### config.mk
export PLATFORM = sky130hd
export DESIGN_NAME = pipe_stage_hs
export DESIGN_NICKNAME = d
export VERILOG_FILES = /design/src/rtl/pipe_pkg.sv /design/src/rtl/pipe_entry.sv /design/src/rtl/pipe_stage_hs.sv
export SDC_FILE = /design/constraint.sdc
export NUM_CORES = 1
export LEC_CHECK = 0
export ABC_AREA = 1
export CAP_MARGIN = 10
export CORE_MARGIN = 4
export CORE_UTILIZATION = 55
export CTS_CLUSTER_DIAMETER = 120
export CTS_CLUSTER_SIZE = 10
export DETAILED_ROUTE_END_ITERATION = 6
export HOLD_SLACK_MARGIN = 0.15
export PLACE_DENSITY = 0.89
export SLEW_MARGIN = 20
export SYNTH_ARGS = -nofsm -noshare
export SYNTH_HDL_FRONTEND = slang
export SYNTH_SLANG_ARGS = --single-unit
### constraint.sdc
create_clock -name clk -period 2.4 [get_ports clk]
set_input_delay 0.48 -clock clk [delete_from_list [all_inputs] [get_ports clk]]
set_output_delay 0.48 -clock clk [all_outputs]
set_load 0.01 [all_outputs]
### src/rtl/pipe_pkg.sv
`default_nettype none
// ============================================================================
// Module   : pipe_pkg
// Purpose  : Shared definitions for the pipeline-stage registers of the
//            five-stage datapath: stage-register state encoding, default
//            control-field widths per pipeline boundary and the bit layout
//            of the WB/M/EX control sub-fields.
// Ports    : none (package)
// Revision : 1.0 - initial release
// ============================================================================
package pipe_pkg;

   // Stage-register occupancy state
   typedef enum logic [1:0] {
      PS_EMPTY = 2'd0,   // no entry held
      PS_HALF  = 2'd1,   // main register valid
      PS_FULL  = 2'd2    // main and skid registers valid
   } ps_state_t;

   // Default control-field width per boundary. IF/ID carries no control
   // bits; its instance has to be built without a control field.
   localparam int c_ctrl_w_ifid  = 0;
   localparam int c_ctrl_w_idex  = 10;
   localparam int c_ctrl_w_exmem = 5;
   localparam int c_ctrl_w_memwb = 2;

   // Control-field layout at ID/EX: {WB[1:0], M[2:0], EX[4:0]}.
   // The EX bits sit lowest so later boundaries keep the upper slice
   // ({WB,M} at EX/MEM, {WB} at MEM/WB).
   localparam int c_ex_lsb = 0;
   localparam int c_ex_w   = 5;
   localparam int c_m_lsb  = 5;
   localparam int c_m_w    = 3;
   localparam int c_wb_lsb = 8;
   localparam int c_wb_w   = 2;

endpackage : pipe_pkg
`default_nettype wire

### src/rtl/pipe_entry.sv
`default_nettype none
// ============================================================================
// Module   : pipe_entry
// Purpose  : One {valid, ctrl, data} holding register of a pipeline stage.
//            Clear drops validity and zeroes the control field (and the
//            payload when CLR_DATA=1); clear wins over load.
// Ports    : clk, rst (async, active-low)
//            i_load, i_clr          - update strobes
//            i_valid/i_ctrl/i_data  - value loaded on i_load
//            o_valid/o_ctrl/o_data  - held value
// Revision : 1.0 - initial release
// ============================================================================
module pipe_entry #(
   parameter int DATA_W   = 64,
   parameter int CTRL_W   = 10,
   parameter bit CLR_DATA = 1'b0
) (
   input  logic              clk,
   input  logic              rst,
   input  logic              i_load,
   input  logic              i_clr,
   input  logic              i_valid,
   input  logic [CTRL_W-1:0] i_ctrl,
   input  logic [DATA_W-1:0] i_data,
   output logic              o_valid,
   output logic [CTRL_W-1:0] o_ctrl,
   output logic [DATA_W-1:0] o_data
);

   logic              r_valid;
   logic [CTRL_W-1:0] r_ctrl;
   logic [DATA_W-1:0] r_data;

   always_ff @(posedge clk or negedge rst) begin
      if (!rst) begin
         r_valid <= 1'b0;
         r_ctrl  <= '0;
         r_data  <= '0;
      end else if (i_clr) begin
         r_valid <= 1'b0;
         r_ctrl  <= '0;
         if (CLR_DATA) begin
            r_data <= '0;
         end
      end else if (i_load) begin
         r_valid <= i_valid;
         r_ctrl  <= i_ctrl;
         r_data  <= i_data;
      end
   end

   assign o_valid = r_valid;
   assign o_ctrl  = r_ctrl;
   assign o_data  = r_data;

endmodule : pipe_entry
`default_nettype wire

### src/rtl/pipe_stage_hs.sv
`default_nettype none
// ============================================================================
// Module   : pipe_stage_hs
// Purpose  : Pipeline-stage register with valid/ready handshake and a
//            two-entry skid buffer (main M drives the outputs, skid S
//            catches the beat accepted while the consumer stalls). in_ready
//            is a flop, so no combinational path runs from out_ready to
//            in_ready. flush kills everything held and incoming.
// Ports    : clk, rst (async, active-low), flush
//            in_valid/in_ready/in_ctrl/in_data     - upstream side
//            out_valid/out_ready/out_ctrl/out_data - downstream side
//            occupancy                              - entries held (0..2)
// Revision : 1.0 - initial release
// ============================================================================
module pipe_stage_hs
   import pipe_pkg::*;
#(
   parameter int DATA_W     = 64,
   parameter int CTRL_W     = c_ctrl_w_idex,
   parameter bit FLUSH_DATA = 1'b0
) (
   input  logic              clk,
   input  logic              rst,
   input  logic              flush,
   input  logic              in_valid,
   output logic              in_ready,
   input  logic [CTRL_W-1:0] in_ctrl,
   input  logic [DATA_W-1:0] in_data,
   output logic              out_valid,
   input  logic              out_ready,
   output logic [CTRL_W-1:0] out_ctrl,
   output logic [DATA_W-1:0] out_data,
   output logic [1:0]        occupancy
);

   ps_state_t         r_state;
   ps_state_t         w_state_nxt;
   logic              r_in_ready;

   logic              w_xfer_in;
   logic              w_xfer_out;

   logic              w_m_load;
   logic              w_m_clr;
   logic [CTRL_W-1:0] w_m_ctrl_d;
   logic [DATA_W-1:0] w_m_data_d;
   logic              w_s_load;
   logic              w_s_clr;

   logic              w_m_valid;
   logic [CTRL_W-1:0] w_m_ctrl;
   logic [DATA_W-1:0] w_m_data;
   logic              w_s_valid;
   logic [CTRL_W-1:0] w_s_ctrl;
   logic [DATA_W-1:0] w_s_data;

   assign w_xfer_in  = in_valid & r_in_ready;
   assign w_xfer_out = w_m_valid & out_ready;

   // Next-state and register-update decode. flush overrides every
   // transfer; a beat accepted on a flush cycle is simply never stored.
   always_comb begin
      w_state_nxt = r_state;
      w_m_load    = 1'b0;
      w_m_clr     = 1'b0;
      w_m_ctrl_d  = in_ctrl;
      w_m_data_d  = in_data;
      w_s_load    = 1'b0;
      w_s_clr     = 1'b0;

      if (flush) begin
         w_state_nxt = PS_EMPTY;
         w_m_clr     = 1'b1;
         w_s_clr     = 1'b1;
      end else begin
         case (r_state)
            PS_EMPTY: begin
               if (w_xfer_in) begin
                  w_m_load    = 1'b1;
                  w_state_nxt = PS_HALF;
               end
            end
            PS_HALF: begin
               if (w_xfer_in && w_xfer_out) begin
                  w_m_load = 1'b1;
               end else if (w_xfer_in) begin
                  // consumer stalled: park the new beat behind M
                  w_s_load    = 1'b1;
                  w_state_nxt = PS_FULL;
               end else if (w_xfer_out) begin
                  w_m_clr     = 1'b1;
                  w_state_nxt = PS_EMPTY;
               end
            end
            PS_FULL: begin
               // in_ready is low here, so only the drain can happen
               if (w_xfer_out) begin
                  w_m_load    = 1'b1;
                  w_m_ctrl_d  = w_s_ctrl;
                  w_m_data_d  = w_s_data;
                  w_s_clr     = 1'b1;
                  w_state_nxt = PS_HALF;
               end
            end
            default: begin
               w_state_nxt = PS_EMPTY;
               w_m_clr     = 1'b1;
               w_s_clr     = 1'b1;
            end
         endcase
      end
   end

   always_ff @(posedge clk or negedge rst) begin
      if (!rst) begin
         r_state    <= PS_EMPTY;
         r_in_ready <= 1'b1;
      end else begin
         r_state    <= w_state_nxt;
         r_in_ready <= (w_state_nxt != PS_FULL);
      end
   end

   pipe_entry #(
      .DATA_W   (DATA_W),
      .CTRL_W   (CTRL_W),
      .CLR_DATA (FLUSH_DATA)
   ) u_main (
      .clk     (clk),
      .rst     (rst),
      .i_load  (w_m_load),
      .i_clr   (w_m_clr),
      .i_valid (1'b1),
      .i_ctrl  (w_m_ctrl_d),
      .i_data  (w_m_data_d),
      .o_valid (w_m_valid),
      .o_ctrl  (w_m_ctrl),
      .o_data  (w_m_data)
   );

   pipe_entry #(
      .DATA_W   (DATA_W),
      .CTRL_W   (CTRL_W),
      .CLR_DATA (FLUSH_DATA)
   ) u_skid (
      .clk     (clk),
      .rst     (rst),
      .i_load  (w_s_load),
      .i_clr   (w_s_clr),
      .i_valid (1'b1),
      .i_ctrl  (in_ctrl),
      .i_data  (in_data),
      .o_valid (w_s_valid),
      .o_ctrl  (w_s_ctrl),
      .o_data  (w_s_data)
   );

   assign in_ready  = r_in_ready;
   assign out_valid = w_m_valid;
   // Never expose stale write enables from an empty head.
   assign out_ctrl  = w_m_valid ? w_m_ctrl : '0;
   assign out_data  = w_m_data;
   // S is only ever valid behind a valid M, so this counts 0..2.
   assign occupancy = {w_m_valid & w_s_valid, w_m_valid ^ w_s_valid};

endmodule : pipe_stage_hs
`default_nettype wire

Yosys cells after proc, flatten, opt, wreduce, memory -nomap -nowiden:

Cells that the tools add are included.

* output and inout port bits: 78
* word-level logic and storage cells: 61
* bits in registers: 153
* input bits: 79

* reduce and logical (&&, ||, !) cells: 8
* equality and inequality tests: 3
* bitwise gates (word level): 6
* muxes and demuxes: 36

Operator list (count)
* $mux 64: 3
* $mux 10: 8
* $mux 1: 15
* $mux 2: 6
* $pmux 2 s3: 1
* $pmux 1 s2: 2
* $reduce_and 2->1: 2
* $reduce_bool 2->1: 2
* $reduce_or 2->1: 2
* $and 1x1->1: 3
* $pmux 1 s3: 1
* $eq 2x1->1 const B: 1
* $eq 2x2->1 const B: 1
* $logic_not 2->1: 1
* $ne 2x2->1 const B: 1
* $not 1->1: 2
* $logic_and 1x1->1: 1
* $xor 1x1->1: 1

Depth between registers and ports, before layout:

Gate-level depths: netlist (run 1).

* depth after elaboration: 8
* gate-level depth with buffers: 10
* gate-level depth less buffers: 8

By module:

A second synthesis (run 1) with hierarchy kept.

* cell total of the unflattened synthesis: 956
* area, all modules: 7454.6 sq um

By module, submodules not included
* pipe_entry: times used 2, seq. area each 1876.8 sq um, area an instance 3025.4 sq um, cells an instance 327
* pipe_stage_hs: times used 1, seq. area each 76.3 sq um, area an instance 1403.8 sq um, cells an instance 302

Worst setup path after synthesis (run 1):

Ideal clock, no wire load.

* path kind: reg-to-reg
* start: reg r_in_ready (netlist: in_ready)
* end: reg u_skid.r_data[10] (netlist: u_skid.o_data[10])
* stages on the path, launching flop included: 10
* library setup time: 0.116 ns
* data required time: 2.284 ns
* path slack: 0.934 ns
* data arrival time: 1.350 ns
* period minus slack after synthesis: 1.466 ns
* buffers on the path: 2
* cell sequence: dfstp_2 nand2_1 inv_1 nand2_1 nor2_1 nand2_1 buf_4 buf_6 nand2_1 nand2_1

* longest elaborated chain between the ends: 6
* elaborated cells between the ends (all ways): 7
* those cells by class: mux (4); bitwise (1); reduce/logical (2)

RTL lines
* start, declared: RTL line pipe_stage_hs.sv:38 `logic r_in_ready;`
* start signal, assigned: RTL line pipe_stage_hs.sv:120 `r_in_ready <= (w_state_nxt != PS_FULL);`
* $and 1x1->1 (*): RTL line pipe_stage_hs.sv:57 `assign w_xfer_in = in_valid & r_in_ready;`
* $mux 1 / $logic_and 1x1->1 (equally long branches): RTL line pipe_stage_hs.sv:86, pipe_stage_hs.sv:84
* $mux 1 (*): RTL line pipe_stage_hs.sv:84 `if (w_xfer_in && w_xfer_out) begin`
* $mux 1 (*): RTL line pipe_stage_hs.sv:76 `case (r_state)`
* $mux 1 (*): RTL line pipe_stage_hs.sv:71 `if (flush) begin`
* $reduce_and 2->1 (no line) (*)
* end signal, assigned: RTL line pipe_entry.sv:48 `r_data <= i_data;`
* end, declared: RTL line pipe_entry.sv:32 `logic [DATA_W-1:0] r_data;`

Every way passes the cells marked *; elsewhere a longest branch is shown, timed or not.
A chain may end at the register's enable or synchronous reset.

Worst setup path in the final report (run 1):

* start: reg u_main.r_valid (netlist: u_main.o_valid)
* end: out occupancy[0]

* longest elaborated chain between the ends: 1

RTL lines
* start, declared: RTL line pipe_entry.sv:30 `logic r_valid;`
* start signal, assigned: RTL line pipe_entry.sv:46 `r_valid <= i_valid;`
* $xor 1x1->1: RTL line pipe_stage_hs.sv:164 `assign occupancy = {w_m_valid & w_s_valid, w_m_valid ^ w_s_valid};`
* end, declared: RTL line pipe_stage_hs.sv:33 `output logic [1:0] occupancy`

Every way passes these cells.

==> results of run 1 <==
-- critical path: stages (launching register included) --
cell and delay (ns):
dfrtp_2 0.48, ha_1 0.31, clkdlybuf4s50_1 0.57
-- path summary, 6_finish.rpt --
path	from	to	slack, ns
max reg2reg	in_ready	u_main.o_ctrl[5]	0.66
min in group asynchronous	rst	u_main.o_data[28]	0.60
min	u_main.o_data[27]	u_main.o_data[27]	0.48
max in group asynchronous	rst	u_skid.o_data[51]	1.10
min reg2reg	u_main.o_data[27]	u_main.o_data[27]	0.48
max	u_main.o_valid	occupancy[0]	0.15
-- flip-flops by register name, summed over array words and instances, names as in the netlist --
name	flops
u_main.o_ctrl	10
u_main.o_valid	1
u_skid.o_valid	1
u_main.o_data	64
r_state	2
in_ready	1
u_skid.o_data	64
u_skid.o_ctrl	10
-- kinds of logic (layout without fill, tap and decap cells) --
logic type	Yosys count	count (layout)	share of synthesized area (%)
and+or+nand+nor	701	701	39.1
DFF	153	153	54.2
buffers and inverters	77	235	6.20
AOI/OAI and AO/OA	5	5	0.389
adders and majority gates	1	1	0.177
-- cell type report --
class	instances	area, um2
tap	172	215
timing repair buffer	185	1850
inverter	18	67.6
clock inverter	7	185
clock buffer	25	495
fill	914	3150
sequential	153	3830
multi-input combinational	707	2830
-- layer usage --
metal,global-route usage [%],vias up
met2,43.8,287
met5,0,-
met1,34.8,3141
met4,12.0,0
met3,5.73,50
li1,-,3159
-- repair_timing --
action,CTS,global route
endpoints found under the hold margin,55,0
gates resized for setup,0,1
hold buffers,1,0
endpoints found under the setup margin,0,1
-- placed cells by master, fill, tap and decap left out --
cell type | Yosys | final
inv_2 | 2 | 3
nor3_2 | 0 | 1
buf_6 | 6 | 1
nand2_1 | 594 | 592
o21ai_0 | 1 | 1
buf_4 | 22 | 23
clkinv_2 | 0 | 1
nor2_1 | 7 | 7
buf_12 | 0 | 5
nand3_1 | 96 | 95
a21oi_1 | 3 | 3
nand4_1 | 1 | 1
bufinv_16 | 0 | 6
clkbuf_8 | 0 | 4
dlygate4sd3_1 | 0 | 1
dfrtp_1 | 152 | 151
dfstp_2 | 1 | 1
nand3_4 | 0 | 1
nor2_4 | 0 | 1
dfrtp_2 | 0 | 1
nand2_2 | 1 | 3
inv_1 | 16 | 15
clkbuf_16 | 0 | 17
clkbuf_1 | 13 | 4
ha_1 | 1 | 1
o21a_1 | 1 | 1
clkdlybuf4s50_1 | 0 | 155
-- power groups by stage --
stage	logic [mW]	registers, mW	clock network, mW
final	1.94	3.73	3.06
after global routing	2.16	3.81	3.21
after CTS	1.97	3.72	3.09
after detailed placement	1.95	3.74	0
after global placement	1.88	3.72	0
after floorplan	0.816	3.80	0
==> impl_metrics.json, run 1 <==
{
  "worst_ep_arrival_time_ns": 1.77,
  "drv_cap": 0,
  "hpwl_um": 12200,
  "fin_area_mm2": 0.00947,
  "clock-sinks": 153,
  "grt_pass1_vias": 6554,
  "rsz0062_at_grt": "no",
  "status": "finished, final reports clean",
  "fin_ws_ns": 0.146,
  "finalCoreUtilization_pct": 75.0,
  "wl_met2_um": 9230,
  "netlist.area_leader.share_pct": 53.8,
  "dieArea_mm2": 0.0147,
  "grt.total_usage_pct": 26.9,
  "viasPerCell": 5.24,
  "pre_cts_ws_ns": 0.184,
  "grt_pass1_wl_um": 31500,
  "final_nets": 1162,
  "cts_buffers": 17,
  "critical_path_required_ns": 1.92,
  "rows": 41,
  "setup_viol": 0,
  "top_layer_used": "met4",
  "synth_seq_cells": 153,
  "ir_drop_uv": 487,
  "fin_crit_sh_pct": 93.9,
  "p_switching_mw": 2.37,
  "die_h_um": 121,
  "n_antenna_cell": 0,
  "fin_cells": 1267,
  "hold_class": "reg2reg",
  "place_congestion": 0.807,
  "clock_skew_ns": 0.00831,
  "area_growth_syn_to_layout_pct": 34.0,
  "swShare_pct": 27.1,
  "wl_met1_um": 7890,
  "synth_area_leader_cell": "dfrtp_1",
  "rr_worst_depth": 9,
  "ys_async_sr_fraction_pct": 100,
  "io_pins": 157,
  "cts_buffer_depth": 2,
  "synth_area_per_cell_um2": 7.54,
  "yosys_warnings": 0,
  "hold_depth": 2,
  "die_w_um": 121,
  "post_cts_buffers": 0,
  "p_leak_nw": 5.10,
  "ant_nets": 0,
  "synth_ff_type": "dfrtp_1",
  "synth-edff-count": 0,
  "drc": 0,
  "synth_nets": 1017,
  "start_util_pct": 56.0,
  "synth.area.top_cells": "dfrtp_1 54%, nand2_1 32%, nand3_1 6.8%, buf_4 2.3%, buf_2 1.2%",
  "dpl_cell_area_mm2": 0.00878,
  "wl_met3_um": 1230,
  "fin_setup_tns_ns": 0,
  "clkTransAtPathRegs_ns": 0.06,
  "fmaxAchievable_ghz": 0.444,
  "critical_path_class": "reg2out",
  "clockPowerShare_pct": 35.0,
  "grt-ovfl-total": 0,
  "tightest_slew_ns": 0.586,
  "port_buffers": 156,
  "dp_cells": 1234,
  "core_region_area_mm2": 0.0126,
  "cp-start-kind": "flip-flop",
  "wl_um": 19000,
  "timing.hold.ws_ns": 0.477,
  "syn_area_mm2": 0.00707,
  "clock_latency_ns": 0.42,
  "synth.most_common_cell": "nand2_1",
  "synthTopCellsByCount": "594 x nand2_1, 152 x dfrtp_1, 96 x nand3_1",
  "combPwrFrac_pct": 22.3,
  "synthCells": 937,
  "p_total_mw": 8.73,
  "dr.pass1.iters": 5,
  "p_int_mw": 6.36,
  "seq_area_frac_synth_pct": 54.2,
  "critPathCaptureType": "output pin",
  "grt_max_degree": 61,
  "wl_per_cell_um": 15.0,
  "powerDensity_mw_per_mm2": 922,
  "h-tree-depth": 4,
  "num_vias": 6637,
  "cts_tree": "yes",
  "antenna_found_initial": 0,
  "p_seq_share_pct": 42.7,
  "drt_iter0_markers": 654,
  "maxSlewHeadroom_pct": 61.0,
  "crit_fanout": 8,
  "synth_cell_types": 20,
  "period_needed_ns": 2.25,
  "cts_root_buf": "clkbuf_16",
  "hold_viol": 0,
  "drive_gt1_share_pct": 6.21,
  "slew_viol_final": 0
}
Note: power is estimated with default switching activity, not from simulation.
==> run 2, diff against run 1 <==
CELL_PAD_IN_SITES_DETAIL_PLACEMENT = 1   (was default)
CELL_PAD_IN_SITES_GLOBAL_PLACEMENT = 2   (was default)
CORE_MARGIN = default   (was 4)
CORE_UTILIZATION = 31   (was 55)
==> run 2 against run 1 <==
Net effect: core utilization is 32 points lower; hold slack lost 0.0025 ns; cell area up 0.70%; final cell count up 8.4%; die area is 59% higher; setup slack better by 0.022 ns; critical path depth stayed put; sequential cell count is the same; non-clock buffer count fell by 2.
==> impl_metrics.json, run 2 (synthesis results as in run 1) <==
{
  "status": "finished, final reports clean",
  "critPathCaptureType": "output pin",
  "clkTransAtPathRegs_ns": 0.07,
  "pre_cts_ws_ns": 0.168,
  "die_w_um": 153,
  "cp_num_cells": 2,
  "rr_startpoint": "u_main.o_valid",
  "clock_skew_ns": 0.0150,
  "crit_family": "buffers and inverters",
  "p_seq_share_pct": 44.1,
  "dieArea_mm2": 0.0234,
  "crit_fanout": 6,
  "fmaxAchievable_ghz": 0.448,
  "start_util_pct": 32.0,
  "h-tree-depth": 4,
  "area_growth_syn_to_layout_pct": 34.9,
  "fin_cells": 1374,
  "grt_max_degree": 64,
  "combPwrFrac_pct": 23.3,
  "grt_pass1_wl_um": 36600,
  "fin_setup_tns_ns": 0,
  "critical_path_class": "reg2out",
  "grt_pass1_vias": 6829,
  "port_buffers": 156,
  "p_int_mw": 5.97,
  "grt-ovfl-total": 0,
  "cts_tree": "yes",
  "path_cells": "ha_1 > clkdlybuf4s50_1",
  "ir_drop_uv": 362,
  "startpoint": "u_main.o_valid",
  "slowest_delay_ns": 0.59,
  "timing.hold.ws_ns": 0.474,
  "rsz0062_at_grt": "no",
  "hpwl_um": 13700,
  "worst_ep_arrival_time_ns": 1.75,
  "fin_ws_ns": 0.168,
  "clockPowerShare_pct": 32.5,
  "core_region_area_mm2": 0.0221,
  "fin_crit_sh_pct": 93.0,
  "hold_class": "reg2reg",
  "cp-endpoint": "occupancy[0]",
  "die_h_um": 153,
  "p_leak_nw": 5.06,
  "rows": 54,
  "drc": 0,
  "cts_buffers": 17,
  "dp_cells": 1337,
  "clock-sinks": 153,
  "swShare_pct": 29.2,
  "cp-start-kind": "flip-flop",
  "final_common_cell": "nand2_1",
  "wl_um": 22100,
  "place_congestion": 0.751,
  "p_switching_mw": 2.46,
  "cp.buffers_inverters": 1,
  "period_needed_ns": 2.23,
  "reg2reg_to": "u_skid.o_data[41]",
  "hold_viol": 0,
  "ant_nets": 0,
  "drv_cap": 0,
  "tightest_slew_ns": 0.832,
  "viasPerCell": 4.70,
  "powerDensity_mw_per_mm2": 884,
  "dr.pass1.iters": 5,
  "hold_depth": 2,
  "rrSetupSlack_ns": 0.55,
  "rr_worst_depth": 8,
  "drive_gt1_share_pct": 6.22,
  "drt_iter0_markers": 309,
  "antenna_found_initial": 1,
  "clock_latency_ns": 0.42,
  "cts_root_buf": "clkbuf_16",
  "crit_path_top_delay_cell": "clkdlybuf4s50_1",
  "slew_viol_final": 0,
  "critical_path_required_ns": 1.92,
  "setup_viol": 0,
  "maxSlewHeadroom_pct": 44.4,
  "cts_buffer_depth": 2,
  "final_nets": 1160,
  "mostFrequentLayoutCells": "592 x nand2_1, 155 x clkdlybuf4s50_1, 151 x dfrtp_1",
  "grt.total_usage_pct": 19.9,
  "wl_per_cell_um": 16.1,
  "p_total_mw": 8.43,
  "num_vias": 6453,
  "io_pins": 157
}
-- run 2: final cells by class --
class | instances | area [um2]
multi-input cells | 707 | 2830
diodes | 1 | 2.50
well taps | 280 | 350
flip-flops and latches | 153 | 3830
inverters | 18 | 67.6
clock buffers | 20 | 447
repair buffers | 183 | 1860
clock inverters | 12 | 148
fillers | 2684 | 12600
-- run 2: repair_timing --
action | CTS | global route
pin swaps | 0 | 0
buffers inserted | 0 | 3
gates resized for setup | 1 | 0
endpoints found under the setup margin | 4 | 1
hold endpoints to repair | 53 | 0
gates cloned | 0 | 0
hold buffers | 1 | 0
-- run 2: how the worst min path moves through the flow --
| stage | start | to | slack, ns |
|---|---|---|---|
| final | u_main.o_data[37] | u_main.o_data[37] | 0.47 |
| after global routing | u_skid.o_data[7] | u_skid.o_data[7] | 0.50 |
| after CTS | u_skid.o_data[12] | u_skid.o_data[12] | 0.48 |
| after detailed placement | u_main.o_data[37] | u_main.o_data[37] | 0.46 |
| after global placement | u_main.o_data[32] | u_main.o_data[32] | 0.46 |
| after floorplan | rst | r_state[0] | 0.18 |
-- run 2: power by group through the flow --
stage               logic [mW]  clock network [mW]  registers [mW]
finish                    1.97                2.74            3.72
global route              2.20                2.94            3.81
CTS                       1.99                2.82            3.73
detailed placement        1.98                   0            3.76
global placement          1.92                   0            3.73
floorplan                0.816                   0            3.80
-- run 2: per-stage QoR --
step / instance area [um2] / util, %
3_3_place_gp: 8900 / 40.3
4_1_cts: 9510 / 43.0
6_report: 9530 / 43.2
3_5_place_dp: 8900 / 40.3
5_1_grt: 9530 / 43.2
2_1_floorplan: 7070 / -
-- run 2: worst reg2reg max path, stage by stage, from the launching register on --
cell,delay [ns]
dfrtp_2,0.45
buf_4,0.18
nand2_2,0.14
nand2_1,0.12
nor2_1,0.28
nand2_2,0.11
buf_4,0.28
nand2_1,0.13
nand2_1,0.06
-- run 2: metal layers --
layer | track usage, % | wire length (um) | vias to the layer above
met5 | 0 | 0 | -
met2 | 34.2 | 10700 | 134
li1 | - | - | 3150
met3 | 3.32 | 722 | 22
met1 | 25.6 | 10300 | 3147
met4 | 6.11 | 370 | 0
==> run 3, diff against run 2 <==
SLEW_MARGIN = default   (was 20)
==> results of run 3 <==
The final DEF is identical to that of run 2; final timing and power are the same.
